--- src/rtl/apb3_regfile.sv ---
// APB3 completer with four mapped registers: CTRL, STATUS, PULSE and WCOUNT.
// Programmable wait states per access phase; unmapped addresses answer with PSLVERR.
module apb3_regfile #(
  parameter int unsigned WAIT_CYCLES = 0,
  parameter int unsigned ADDR_W      = 12
) (
  input  logic              clk,
  input  logic              rst,
  input  logic              psel,
  input  logic              penable,
  input  logic              pwrite,
  input  logic [ADDR_W-1:0] paddr,
  input  logic [31:0]       pwdata,
  output logic [31:0]       prdata,
  output logic              pready,
  output logic              pslverr,
  output logic [15:0]       ctrl_out,
  input  logic [15:0]       mon_in,
  output logic [15:0]       pulse_out
);

  localparam int unsigned IdxW    = ADDR_W - 2;
  localparam logic [2:0]  WaitMax = 3'(WAIT_CYCLES);

  typedef enum logic [1:0] {StIdle, StSetup, StAccess} state_e;

  state_e          state_q, state_d;
  logic [2:0]      wcnt_q, wcnt_d;
  logic [15:0]     ctrl_q, ctrl_d;
  logic [15:0]     pulse_q, pulse_d;
  logic [15:0]     mon_meta_q, mon_sync_q;
  logic [31:0]     wcount_q, wcount_d;
  logic [IdxW-1:0] idx;
  logic            addr_ok;
  logic            in_access;
  logic            wr_done;
  logic [31:0]     rdata;
  logic            unused_bits;

  assign idx         = paddr[ADDR_W-1:2];
  assign addr_ok     = (idx <= IdxW'(3));
  assign unused_bits = ^{paddr[1:0], pwdata[31:16]};

  // SETUP marks the cycle after the setup phase was seen, so it already
  // coincides with the first access cycle; ACCESS covers the remaining ones.
  always_comb begin
    state_d   = state_q;
    wcnt_d    = wcnt_q;
    in_access = 1'b0;
    unique case (state_q)
      StIdle: begin
        if (psel && !penable) begin
          state_d = StSetup;
          wcnt_d  = '0;
        end
      end
      StSetup, StAccess: begin
        if (!psel) begin
          state_d = StIdle;
        end else if (!penable) begin
          state_d = StSetup;
          wcnt_d  = '0;
        end else begin
          in_access = 1'b1;
          if (wcnt_q == WaitMax) begin
            state_d = StIdle;
          end else begin
            state_d = StAccess;
            wcnt_d  = wcnt_q + 3'd1;
          end
        end
      end
      default: state_d = StIdle;
    endcase
  end

  assign pready  = in_access && (wcnt_q == WaitMax);
  assign pslverr = pready && !addr_ok;
  assign wr_done = pready && pwrite;

  always_comb begin
    rdata = '0;
    if (addr_ok) begin
      case (idx[1:0])
        2'd0:    rdata = {16'h0, ctrl_q};
        2'd1:    rdata = {16'h0, mon_sync_q};
        2'd3:    rdata = wcount_q;
        default: rdata = '0;
      endcase
    end
  end

  assign prdata = (pready && !pwrite) ? rdata : '0;

  always_comb begin
    ctrl_d   = ctrl_q;
    pulse_d  = '0;
    wcount_d = wcount_q;
    if (wr_done && addr_ok) begin
      if (idx[1:0] == 2'd0) ctrl_d = pwdata[15:0];
      if (idx[1:0] == 2'd2) pulse_d = pwdata[15:0];
      // A write to WCOUNT clears it instead of counting itself.
      if (idx[1:0] == 2'd3) wcount_d = '0;
      else                  wcount_d = wcount_q + 32'd1;
    end
  end

  always_ff @(posedge clk) begin
    if (rst) begin
      state_q    <= StIdle;
      wcnt_q     <= '0;
      ctrl_q     <= '0;
      pulse_q    <= '0;
      mon_meta_q <= '0;
      mon_sync_q <= '0;
      wcount_q   <= '0;
    end else begin
      state_q    <= state_d;
      wcnt_q     <= wcnt_d;
      ctrl_q     <= ctrl_d;
      pulse_q    <= pulse_d;
      mon_meta_q <= mon_in;
      mon_sync_q <= mon_meta_q;
      wcount_q   <= wcount_d;
    end
  end

  assign ctrl_out  = ctrl_q;
  assign pulse_out = pulse_q;

endmodule
--- config.mk ---
export PLATFORM = sky130hd
export DESIGN_NAME = apb3_regfile
export DESIGN_NICKNAME = d
export VERILOG_FILES = /design/src/rtl/apb3_regfile.sv
export SDC_FILE = /design/constraint.sdc
export NUM_CORES = 1
export LEC_CHECK = 0
export ABC_AREA = 1
export ABC_CLOCK_PERIOD_IN_PS = 2700
export BUFFER_PORTS_ARGS = -buffer_cell sky130_fd_sc_hd__buf_2
export CAP_MARGIN = 20
export CORE_UTILIZATION = 25
export DETAILED_ROUTE_END_ITERATION = 12
export PLACE_DENSITY_LB_ADDON = 0.3
export SKIP_LAST_GASP = 1
export SLEW_MARGIN = 15
export SYNTH_ARGS = -nofsm -noshare
export SYNTH_HDL_FRONTEND = slang
export SYNTH_SLANG_ARGS = --single-unit
--- constraint.sdc ---
create_clock -name clk -period 2.7 [get_ports clk]
set_clock_uncertainty 0.15 [all_clocks]
set_input_delay 0.27 -clock clk [delete_from_list [all_inputs] [get_ports clk]]
set_output_delay 0.27 -clock clk [all_outputs]
set_load 0.01 [all_outputs]
==> flow_summary.yaml <==
synthesis:
  synth_compound_area_share_pct: 10.6
  netlist_instances: 686
  syn_area_per_cell_sq_um: 6.79
  ys.warnings.count: 0
  synth.top_cell.area_share_pct: 43.4
  synth-async-reset-ratio_pct: 0
  synth_top_family_by_area: "simple AND/OR/NAND/NOR gates"
  synth_xor_xnor_area_share_pct: 0
  yosys.area_share.simple_pct: 32.8
  netlist_area_sq_um: 4660
  netlist-cell-type-count: 30
  muxShareOfSynthArea_pct: 0
  synth_nets: 756
  ys_ff_latch: 101
  synth_fa_ha_area_share_pct: 1.34
  synth.area.top_cells: "dfxtp_1, nor2_1, nand3_1"
  synth.largest_area_cell: "dfxtp_1"
  ys_seq_area_share_pct: 43.4
  synth-edff-count: 0
  synthFlopType: "dfxtp_1"
power_and_ir_drop:
  peakVddDrop_v: 0.000307
  cellLeakagePower_uw: 0.00281
  powerDensity_nw_per_um2: 505
clocking:
  h-tree-depth: 3
  root_buffer: "clkbuf_16"
  clock_latency_ns: 0.35
  cts_max_path_buffers: 2
  clk_pin_slew_worst_paths_ns: 0.08
  cts_tree: "built"
  cts.sinks: 101
  cts_buffers: 9
worst_setup_path:
  crit_path_start_kind: "flip-flop"
  cp_num_buf_inv: 2
  r2r_cells: 9
  crit_chain: "inv_1, ha_1, nand3_2, nor2_4, nand3b_2, o21bai_4, nor2_2, buf_2"
  slowest_delay_ns: 0.35
  cp.required_ns: 2.28
  reg2reg_slack_ns: 0.34
  worstPathMaxFanout: 16
  reg2reg_to: "wcount_q[23]$_SDFFE_PP0N_"
  cp_slowest_cell: "dfxtp_1"
  cpLargestDelayFamily: "simple AND/OR/NAND/NOR gates"
  crit_arrival_ns: 2.10
  critPathCaptureType: "primary output"
  reg2reg_from: "state_q[0]$_SDFFE_PP0N_"
  path_class: "reg2out"
die:
  die_w_um: 138
  rows: 49
  io_pins: 131
  dieArea_sq_um: 19200
  die_h_um: 138
  core_sq_um: 18100
  initial_utilization_pct: 25.7
place:
  dp_hpwl_um: 9420
  port_buffers: 112
  place_ws_ns: 0.336
  gp_congestion: 0.833
timing:
  hold_viol_final: 0
  fin_setup_tns_ns: 0
  relSlewSlack_pct: 61.9
  tightest_slew_ns: 0.572
  max_freq_mhz: 397
  layout_min_cycle_time_ns: 2.52
  setup-violations-final: 0
  finalMaxSlewViolations: 0
  setup_ws_ns: 0.183
  fin_crit_sh_pct: 93.2
  rsz0062_at_grt: "no"
outcome:
  status: "finished, violations left"
  violations: "design-rule violations"
route:
  wl_per_cell_um: 12.4
  wirelength_um: 13100
  vias_per_cell: 4.34
  drt_iter0_drc: 274
  drc: 3
  vias: 4579
  first_pass_iters: 8
  postRouteAntennaNets: 0
cells_and_area:
  layout_commonest_cell: "nor2_1"
  n_antenna_cell: 0
  utilization_pct: 33.5
  drive_above_1_share_pct: 18.0
  layout.nets: 892
  area_growth_syn_to_layout_pct: 30.1
  final_cell_mix: "nor2_1, buf_2, inv_1"
worst_hold_path:
  holdPathStages: 3
  whs_endpoint: "state_q[1]$_SDFFE_PP0N_"
  hold_class: "in2reg"
  hold_start: "psel"
grt:
  grt_antenna_before_repair: 0
  grt_start_max_net_pins: 55
  grt_pass1_vias: 4223
  grt_overflow_total: 0
  grtUsageTotal_pct: 13.9
  grt_first_pass_wirelength_um: 21200
run:
  cap_viol_max_count: 0
-- per-stage QoR --
step | total power [uW] | area, sq um | hold slack, ns | std cells
final | 3060 | 6060 | 0.120 | 1056
after global routing | 3170 | 6060 | 0.117 | 1056
after CTS | 3090 | 6060 | 0.103 | 1056
after detailed placement | 1740 | 5430 | 0.245 | 1008
after global placement | 1740 | 5430 | 0.247 | 1008
after floorplan | 1670 | 4660 | 0.227 | 686
-- sequential cells by signal, indices dropped and copies added (netlist names) --
register / count
wcnt_q: 3
wcount_q: 32
ctrl_out: 16
pulse_out: 16
mon_sync_q: 16
state_q: 2
mon_meta_q: 16
-- logic make-up (layout without fill, tap and decap cells) --
logic type / Yosys count / in the layout
DFF: 101 / 101
and+or+nand+nor: 347 / 347
adders and majority gates: 5 / 5
buffers and inverters: 140 / 281
AOI/OAI and AO/OA: 93 / 93
-- worst max-delay path by stage --
stage,start,cells after the start,to
finish,state_q[0]$_SDFFE_PP0N_,8,prdata[14]
global placement,state_q[0]$_SDFFE_PP0N_,9,wcount_q[31]$_SDFFE_PP0N_
CTS,state_q[0]$_SDFFE_PP0N_,8,prdata[14]
floorplan,state_q[0]$_SDFFE_PP0N_,8,prdata[10]
global route,state_q[0]$_SDFFE_PP0N_,8,prdata[14]
detailed placement,state_q[0]$_SDFFE_PP0N_,9,wcount_q[23]$_SDFFE_PP0N_
-- final cells by class --
class	count	area, sq um
flip-flops and latches	101	2020
fillers	1951	12000
clock inverters	7	77.6
well taps	229	287
multi-input cells	445	2090
clock buffers	9	225
repair buffers	151	933
inverters	114	428
-- worst register-to-register path: cells and delay by family (launching register included) --
| family | cells | cell delay [ns] |
|---|---|---|
| AND/OR/NAND/NOR | 5 | 0.77 |
| AO/OA/AOI/OAI | 1 | 0.36 |
| flip-flops | 1 | 0.35 |
| adder cells (fa/ha/maj) | 1 | 0.32 |
| buffers and inverters | 2 | 0.31 |
-- routing by layer --
layer	up-vias	wire (um)	global-route usage, %
met5	-	0	0
met4	0	366	7.04
met3	23	359	1.91
met2	81	6270	23.4
met1	2036	6130	17.5
li1	2439	-	-
-- synth_stat cells (2+ instances only) --
cell type,number
nand3_1,83
buf_6,2
dfxtp_1,101
nor2_4,3
a21oi_1,59
nor2_1,131
ha_1,5
nand4_1,3
clkbuf_1,17
nor3_1,22
inv_2,2
buf_2,4
nor3b_1,6
buf_4,2
nand2_1,92
inv_1,110
o21ai_0,30
clkinv_1,2
-- where the power goes --
group | leakage (uW) | total (uW) | switching, uW | internal (uW)
clock network | 0.000144 | 1310 | 658 | 657
registers | 0.000821 | 1520 | 9.06 | 1510
logic | 0.00184 | 220 | 126 | 94.0
total | 0.00281 | 3060 | 793 | 2270
-- timing repair --
action,CTS,global route
resized for setup,0,1
setup buffers,0,0
hold buffers,32,0
hold endpoints to repair,32,0
setup endpoints to repair,0,1
Note: power is estimated with default switching activity, not from simulation.
